--- src/rtl/hps_pkg.sv ---
// Shared types and default constants for the HPS channel scheduler slice.
package hps_pkg;

   localparam int FRAME_LEN = 1024;
   localparam int DATA_W    = 24;
   localparam int MAX_W     = 48;

   typedef enum logic [2:0] {
      IDLE,
      FORWARD,
      WAIT_MAX,
      EMIT,
      ABORT
   } state_t;

   // Channel tag sits in the MSB of every result word.
   typedef struct packed {
      logic             ch;
      logic [MAX_W-1:0] max;
   } result_t;

endpackage

--- src/rtl/hps_channel_scheduler_frame_beat_counter.sv ---
// Counts accepted beats of one spectrum stream modulo FRAME_LEN and flags frame start/end beats.
module frame_beat_counter #(
   parameter int FRAME_LEN = hps_pkg::FRAME_LEN
) (
   input  logic clk,
   input  logic reset,
   input  logic i_valid,
   output logic o_sof,
   output logic o_eof
);

   localparam int CNT_W = (FRAME_LEN > 1) ? $clog2(FRAME_LEN) : 1;

   logic [CNT_W-1:0] r_cnt;

   // NOTE: sequential state uses non-blocking assignments so every flop samples pre-edge values.
   always_ff @(posedge clk) begin
      if (reset) begin
         r_cnt <= '0;
      end else if (i_valid) begin
         r_cnt <= (r_cnt == CNT_W'(FRAME_LEN - 1)) ? '0 : r_cnt + 1'b1;
      end
   end

   assign o_sof = i_valid && (r_cnt == '0);
   assign o_eof = i_valid && (r_cnt == CNT_W'(FRAME_LEN - 1));

endmodule

--- src/rtl/hps_channel_scheduler.sv ---
// Shares one HPS engine between two spectrum channels, granting whole frames round-robin
// and tagging each HPS max with its channel; frames that cannot be granted are counted and dropped.
module hps_channel_scheduler #(
   parameter int FRAME_LEN = hps_pkg::FRAME_LEN,
   parameter int DATA_W    = hps_pkg::DATA_W,
   parameter int MAX_W     = hps_pkg::MAX_W,
   parameter int TIMEOUT   = 4096,
   parameter int DROP_W    = 16
) (
   input  logic              clk,
   input  logic              reset,
   input  logic              i_spec0_valid,
   input  logic [DATA_W-1:0] i_spec0_data,
   output logic              o_spec0_ready,
   input  logic              i_spec1_valid,
   input  logic [DATA_W-1:0] i_spec1_data,
   output logic              o_spec1_ready,
   output logic              o_hps_din_valid,
   output logic [DATA_W-1:0] o_hps_din_data,
   input  logic              i_hps_din_ready,
   input  logic              i_hps_max_valid,
   input  logic [MAX_W-1:0]  i_hps_max_data,
   output logic              o_hps_max_ready,
   output logic              o_hps_reset,
   output logic              o_result_valid,
   output logic [MAX_W:0]    o_result_data,
   input  logic              i_result_ready,
   output logic [DROP_W-1:0] o_drop0,
   output logic [DROP_W-1:0] o_drop1
);
   import hps_pkg::*;

   localparam int WC_W = $clog2(TIMEOUT + 1);

   state_t              r_state;
   logic                r_sel;
   logic                r_last_ch;
   logic [WC_W-1:0]     r_wait_cnt;
   logic                r_result_valid;
   logic                r_result_ch;
   logic [MAX_W-1:0]    r_result_max;
   logic                r_hps_reset;
   logic [DROP_W-1:0]   r_drop0;
   logic [DROP_W-1:0]   r_drop1;

   logic                w_sof0, w_eof0, w_sof1, w_eof1;
   logic                w_grant0, w_grant1, w_sel_eof;
   logic                w_din_valid;
   logic [DATA_W-1:0]   w_din_data;
   logic                w_unused;

   frame_beat_counter #(.FRAME_LEN(FRAME_LEN)) u_cnt0 (
      .clk     (clk),
      .reset   (reset),
      .i_valid (i_spec0_valid),
      .o_sof   (w_sof0),
      .o_eof   (w_eof0)
   );

   frame_beat_counter #(.FRAME_LEN(FRAME_LEN)) u_cnt1 (
      .clk     (clk),
      .reset   (reset),
      .i_valid (i_spec1_valid),
      .o_sof   (w_sof1),
      .o_eof   (w_eof1)
   );

   // On a simultaneous start the channel not served last wins.
   assign w_grant0  = (r_state == IDLE) && w_sof0 && (!w_sof1 || r_last_ch);
   assign w_grant1  = (r_state == IDLE) && w_sof1 && (!w_sof0 || !r_last_ch);
   assign w_sel_eof = r_sel ? w_eof1 : w_eof0;

   // NOTE: every combinational output gets a default first so no latch is inferred.
   always_comb begin
      w_din_valid = 1'b0;
      w_din_data  = '0;
      if (w_grant0 || (r_state == FORWARD && !r_sel)) begin
         w_din_valid = i_spec0_valid;
         w_din_data  = i_spec0_data;
      end else if (w_grant1 || (r_state == FORWARD && r_sel)) begin
         w_din_valid = i_spec1_valid;
         w_din_data  = i_spec1_data;
      end
   end

   always_ff @(posedge clk) begin
      if (reset) begin
         r_state        <= IDLE;
         r_sel          <= 1'b0;
         r_last_ch      <= 1'b1;
         r_wait_cnt     <= '0;
         r_result_valid <= 1'b0;
         r_result_ch    <= 1'b0;
         r_result_max   <= '0;
         r_hps_reset    <= 1'b0;
         r_drop0        <= '0;
         r_drop1        <= '0;
      end else begin
         if (w_sof0 && !w_grant0 && (r_drop0 != '1)) r_drop0 <= r_drop0 + 1'b1;
         if (w_sof1 && !w_grant1 && (r_drop1 != '1)) r_drop1 <= r_drop1 + 1'b1;

         case (r_state)
            IDLE: begin
               if (w_grant0 || w_grant1) begin
                  r_sel   <= w_grant1;
                  r_state <= FORWARD;
               end
            end
            FORWARD: begin
               if (w_sel_eof) begin
                  r_last_ch  <= r_sel;
                  r_wait_cnt <= '0;
                  r_state    <= WAIT_MAX;
               end
            end
            WAIT_MAX: begin
               if (i_hps_max_valid) begin
                  r_result_ch    <= r_sel;
                  r_result_max   <= i_hps_max_data;
                  r_result_valid <= 1'b1;
                  r_state        <= EMIT;
               end else if (r_wait_cnt == WC_W'(TIMEOUT - 1)) begin
                  r_hps_reset <= 1'b1;
                  r_wait_cnt  <= '0;
                  r_state     <= ABORT;
               end else begin
                  r_wait_cnt <= r_wait_cnt + 1'b1;
               end
            end
            EMIT: begin
               if (i_result_ready) begin
                  r_result_valid <= 1'b0;
                  r_state        <= IDLE;
               end
            end
            ABORT: begin
               // The wait counter is reused to hold the engine reset for two cycles.
               if (r_wait_cnt == WC_W'(1)) begin
                  r_hps_reset <= 1'b0;
                  r_state     <= IDLE;
               end else begin
                  r_wait_cnt <= r_wait_cnt + 1'b1;
               end
            end
            default: r_state <= IDLE;
         endcase
      end
   end

   // The HPS engine is always ready, so its ready is deliberately left unused.
   assign w_unused        = i_hps_din_ready;

   assign o_spec0_ready   = 1'b1;
   assign o_spec1_ready   = 1'b1;
   assign o_hps_max_ready = 1'b1;
   assign o_hps_din_valid = w_din_valid;
   assign o_hps_din_data  = w_din_data;
   assign o_hps_reset     = r_hps_reset;
   assign o_result_valid  = r_result_valid;
   assign o_result_data   = {r_result_ch, r_result_max};
   assign o_drop0         = r_drop0;
   assign o_drop1         = r_drop1;

endmodule
--- config.mk ---
export PLATFORM = sky130hd
export DESIGN_NAME = hps_channel_scheduler
export DESIGN_NICKNAME = d
export VERILOG_FILES = /design/src/rtl/hps_pkg.sv /design/src/rtl/hps_channel_scheduler_frame_beat_counter.sv /design/src/rtl/hps_channel_scheduler.sv
export SDC_FILE = /design/constraint.sdc
export NUM_CORES = 1
export LEC_CHECK = 0
export ABC_AREA = 1
export CAP_MARGIN = 40
export CORE_ASPECT_RATIO = 0.6
export CORE_MARGIN = 4
export CORE_UTILIZATION = 35
export DETAILED_ROUTE_END_ITERATION = 8
export DONT_BUFFER_PORTS = 1
export SYNTH_ARGS = -nofsm -noshare
export SYNTH_HDL_FRONTEND = slang
export SYNTH_SLANG_ARGS = --single-unit
--- constraint.sdc ---
create_clock -name clk -period 3 [get_ports clk]
set_clock_uncertainty 0.15 [all_clocks]
set_input_delay 0.15 -clock clk [delete_from_list [all_inputs] [get_ports clk]]
set_output_delay 0.15 -clock clk [all_outputs]
set_load 0.02 [all_outputs]
==> qor.csv, run 1 <==
metric,value,unit
Final GP Congestion,0.854,
worst hold-check path type,in -> reg,
cell count after synthesis,972,
Setup WS post-layout,0.357,ns
Core ar.,18400,µm²
total clock sinks,121,
H-tree levels,4,
Post-synth EDFFs,0,
number of synthesized register bits,121,
Synthesis Warnings,0,
Detailed Place HPWL,13900,µm
worst-path fanout max,25,
Clock Tree Root,clkbuf_16,
cell area after layout,8000,µm²
CTS tree,done,
Filler cells,1808,
Placed Instances,1185,
DIE WIDTH,187,µm
initial antenna violation count,0,
DR top layer,met4,
fin cells,1273,
Max Freq,378,MHz
synth unique cells,45,
Worst Path Required,2.70,ns
status,finished clean,
number of max-cap violations,0,
Port Buffers,0,
Final period util,88.1,%
largest net degree at the start of global routing,93,
# resized after CTS,0,
via count,6479,
Register Area,2420,µm²
# setup viols final,0,
metal1 wirelength,10000,µm
DRC,0,
register area share after synthesis,36.2,%
starting density of the core,36.4,%
P&R area growth vs syn,19.6,%
Tmin final,2.64,ns
RSZ-0062 raised after global routing,false,
worst-margin pin slew,0.855,ns
syn_area_per_cell,6.88,µm²
maximum buffer depth of the clock tree,2,
first-pass GRT wire length,30900,µm
Setup TNS,0,ns
chip height,115,µm
Total GRT Usage,17.7,%
WL per Instance,15.9,µm
clock buffer count from CTS,17,
PD cells,669,nW/µm²
pre-CTS setup slack,0.802,ns
later-pin clock latency in the skew report,0.42,ns
Setup crit end kind,output port,
fin nets,1129,
Leak,3.00,nW
max-slew violations,0,
post-CTS setup buffers,0,
Design Power,5.36,mW
metal3 WL,1650,µm
WHS,0.0695,ns
antenna-violating nets left,0,
Startpoint Class,flip-flop,
drt first-iter violations,536,
Die Footprint,21500,µm²
CP Class,reg -> out,
multi-input logic area,3720,µm²
Clock transition at path regs,0.05,ns
Syn Std Cell Area,6690,µm²
Post-synth ARST share,0,%
DP Area,6840,µm²
IO Count,214,
largest cells by area after synthesis,"dfxtp_1 (36%), nand2_1 (16%), a21oi_1 (7.0%)",
grt ovf,0,
routed vias/inst,5.09,
CTS Hold Buffers Added,54,
ys flop type,dfxtp_1,
"Core Util, Final",43.5,%
top-count cell post-synth,nand2_1,
length of routed met2 wiring,8310,µm
"Hold Vio Cnt, Final",0,
post-synth top area share,36.2,%
fraction of layout cells with a size suffix above 1,10.1,%
relative slew slack,43.0,%
Post-Route WL,20200,µm
R2R setup slack,0.78,ns
Max IR drop VDD,0.000416,V
vias in the first global route,5821,
commonest cells in the netlist,"nand2_1 (283), dfxtp_1 (121), nor2_1 (102)",
"area leader, netlist",dfxtp_1,
row count,38,
worst endpoint data arrival time,2.34,ns
Detailed Routing Iterations Pass 1,5,
==> layout make-up <==
type,instances,area share [%]
antenna,2,0.0625
tap,240,3.75
multi-input combinational,734,46.5
timing repair buffer,68,8.38
clock inverter,12,1.74
sequential,121,30.3
inverter,76,3.63
clock buffer,20,5.71
==> sequential cells by signal, summed over array words and instances, names as in the netlist <==
signal	flops
r_result_max	48
o_drop0	16
o_drop1	16
r_wait_cnt	13
u_cnt0.r_cnt	10
u_cnt1.r_cnt	10
r_state	3
o_hps_reset	1
o_result_valid	1
r_last_ch	1
r_result_ch	1
r_sel	1
==> where the power goes <==
part           internal (mW)  switching, mW
Combinational          0.414          0.927
Clock                   1.27          0.791
Sequential              1.72          0.228
==> worst max-delay path, stage by stage (launching register included) <==
cell     delay (ns)
dfxtp_1        0.35
inv_1          0.07
ha_1           0.18
nand2_1        0.07
nor2_1         0.15
nand3_1        0.12
nor2_1         0.10
nand2_1        0.07
nand2_2        0.40
a22o_1         0.41
==> per-layer routing <==
layer / vias up / GRT usage, %
met4: 0 / 4.97
met5: - / 0
li1: 3314 / -
met2: 204 / 24.5
met1: 2940 / 26.0
met3: 21 / 6.28
==> path summary, 6_finish.rpt <==
kind,endpoint,from,depth (start not counted)
max,o_hps_din_data[15],u_cnt1.r_cnt[1]$_SDFFE_PP0P_,9
min,o_drop1[2]$_SDFFE_PP0P_,i_spec1_valid,4
max reg2reg,o_drop0[1]$_SDFFE_PP0P_,o_drop0[1]$_SDFFE_PP0P_,9
min reg2reg,u_cnt0.r_cnt[1]$_SDFFE_PP0P_,u_cnt0.r_cnt[1]$_SDFFE_PP0P_,2
==> cells by family (layout without fill, tap and decap cells) <==
group	count (synthesis)	after routing	share of synthesized area [%]
flops	121	121	36.2
compound gates	161	161	14.7
buf+inv	119	176	8.34
xor+xnor	21	21	2.75
other cells	1	5	0.0560
simple gates	541	541	36.4
fa+ha+maj	8	8	1.50
==> layout by cell type (no fill, tap or decap), drive strengths merged <==
master         n
nand2        301
dfxtp        121
nor2         114
a21oi        103
inv           79
nand3         59
dlygate4sd3   53
nand4         51
a22o          25
o21ai         22
clkbuf        20
buf           15
xor2          14
nor3          10
ha             8
xnor2          7
nor3b          4
clkinvlp       4
conb           3
clkinv         3
diode          2
o21bai         2
o21a           2
a21o           2
bufinv         2
a21boi         2
nor4           1
nand3b         1
a211oi         1
a41oi          1
o211ai         1
Power figures use the tool's default switching activity.
==> run 2: changes to the inputs <==
- clock period: 3 -> 2.2 ns (I/O delays scaled with it)
==> run 2 against run 1 <==
- the flow now finishes with violations (negative setup slack)
- first-iteration DRC count is 6.7% lower
- clock power is 47% higher
- cell area rose by 11%
- flip-flop and latch count unchanged
- combinational power up 84%
- count of clock-buffer cells in the layout fell by 1
- sequential share of layout area decreased by 2.8 points
- via count up 5.5%
- final cell count rose by 4.2%
- largest power group unchanged
==> qor.csv, run 2 (synthesis gave the netlist of run 1 again) <==
metric,value,unit
Setup TNS,-1.18,ns
Final GP Congestion,0.890,
first-pass GRT wire length,34000,µm
"Slowest-stage cell, CP",dfxtp_2,
Detailed Place HPWL,14600,µm
CTS tree,done,
"most common cell after layout, fill and taps aside",nand2_1,
status,finished with violations,
row count,38,
Final period util,103,%
number of max-cap violations,0,
"Critical Path, Cell by Cell","inv_2, ha_4, nand2_4, nor2_4, nand4_1, nand2_2, nand2_4, bufbuf_16, a22o_4",
H-tree levels,4,
chip height,115,µm
later-pin clock latency in the skew report,0.42,ns
RSZ-0062 raised after global routing,true,
critical path's top delay family,simple AND/OR/NAND/NOR gates,
worst hold-check path type,in -> reg,
PD cells,918,nW/µm²
max-slew violations,0,
Die Footprint,21500,µm²
"most used cell, CP",nand2_4,
fin nets,1183,
grt ovf,0,
CP Class,reg -> out,
drt first-iter violations,500,
GR peak layer,met1,
IO Count,214,
Tmin final,2.28,ns
failing checks,negative setup slack,
P&R area growth vs syn,32.4,%
met2 Use GR,26.6,%
initial antenna violation count,1,
Detailed Routing Iterations Pass 1,5,
crit path buf inv count,2,
most frequent cells in the layout,"nand2_1 (277), dfxtp_1 (111), nor2_1 (96)",
starting density of the core,36.4,%
WL per Instance,16.3,µm
total clock sinks,121,
Setup WS post-layout,-0.0750,ns
DRC,0,
vias in the first global route,6244,
antenna-violating nets left,0,
Largest register FFs,48,
routed vias/inst,5.15,
fraction of layout cells with a size suffix above 1,20.1,%
Setup crit end kind,output port,
Startpoint Class,flip-flop,
Design Power,8.13,mW
Total GRT Usage,19.6,%
max incr delay on CP,0.32,ns
DP Area,7140,µm²
DIE WIDTH,187,µm
Post-Route WL,21700,µm
Clock Tree Root,clkbuf_16,
met3 Usage GRT,7.40,%
Filler cells,1716,
cell area after layout,8860,µm²
via count,6836,
Max IR drop VDD,0.000697,V
worst-path fanout max,6,
Port Buffers,0,
Worst Path Required,1.94,ns
Clock transition at path regs,0.06,ns
"Hold Vio Cnt, Final",0,
Core ar.,18400,µm²
Leak,3.47,nW
relative slew slack,57.3,%
worst-margin pin slew,0.633,ns
largest net degree at the start of global routing,93,
clock buffer count from CTS,17,
GRT met1 Usage,28.7,%
worst endpoint data arrival time,2.02,ns
most flop-heavy register,r_result_max,
Max Freq,440,MHz
maximum buffer depth of the clock tree,2,
# setup viols final,24,
run 2: per-layer routing:
metal | vias to the layer above | routed length (µm)
met4 | 0 | 205
met5 | - | 0
met2 | 283 | 8770
li1 | 3426 | -
met1 | 3109 | 10600
met3 | 18 | 2150
run 2: report_power, final:
part           switching, mW  internal [mW]  leakage (nW)
logic                   1.49          0.982          2.17
clock network           1.09           1.94         0.312
registers              0.281           2.35         0.983
run 2: metrics by stage:
stage | hold slack, ns | setup WS, ns | instances | util [%]
floorplan | 0.104 | 0.330 | 974 | -
global placement | 0.0428 | 0.217 | 1220 | 38.8
detailed placement | 0.0472 | 0.214 | 1220 | 38.8
CTS | 0.0338 | -0.124 | 1323 | 47.8
global route | 0.0987 | -0.167 | 1326 | 48.1
finish | 0.0710 | -0.0750 | 1327 | 48.1
run 2: final timing paths:
path | from | end | slack, ns | cells past startpoint
min reg2reg | u_cnt0.r_cnt[0]$_SDFFE_PP0P_ | u_cnt0.r_cnt[0]$_SDFFE_PP0P_ | 0.34 | 2
min | i_spec0_valid | o_drop0[2]$_SDFFE_PP0P_ | 0.07 | 8
max | u_cnt0.r_cnt[0]$_SDFFE_PP0P_ | o_hps_din_data[18] | -0.08 | 9
max reg2reg | u_cnt0.r_cnt[0]$_SDFFE_PP0P_ | o_drop0[3]$_SDFFE_PP0P_ | 0.09 | 17
run 2: worst register-to-register path: stages (launching register included):
cell	delay, ns
dfxtp_2	0.32
inv_2	0.07
ha_4	0.15
nand2_4	0.06
nor2_4	0.13
buf_4	0.12
buf_4	0.10
buf_4	0.09
buf_4	0.09
buf_4	0.10
nand2_2	0.07
nor2_2	0.13
nand2_2	0.09
buf_4	0.13
nand3_1	0.07
nand2_1	0.06
nand2_1	0.05
nor2_1	0.04
run 2: what timing repair did:
action / 4_1_cts / 5_1_grt
pin swaps: 11 / 12
gates resized for setup: 58 / 27
buffers inserted: 13 / 4
endpoints found under the setup margin: 25 / 42
endpoints found under the hold margin: 112 / 0
gates cloned: 4 / 0
hold buffers: 54 / 0
run 2: cell type report:
type,instances,area [µm²],area share (%)
antenna,2,5.00,0.0565
multi-input combinational,734,4020,45.3
inverter,76,293,3.31
tap,240,300,3.39
timing repair buffer,122,1170,13.3
clock inverter,13,191,2.16
sequential,121,2430,27.5
clock buffer,19,443,5.00
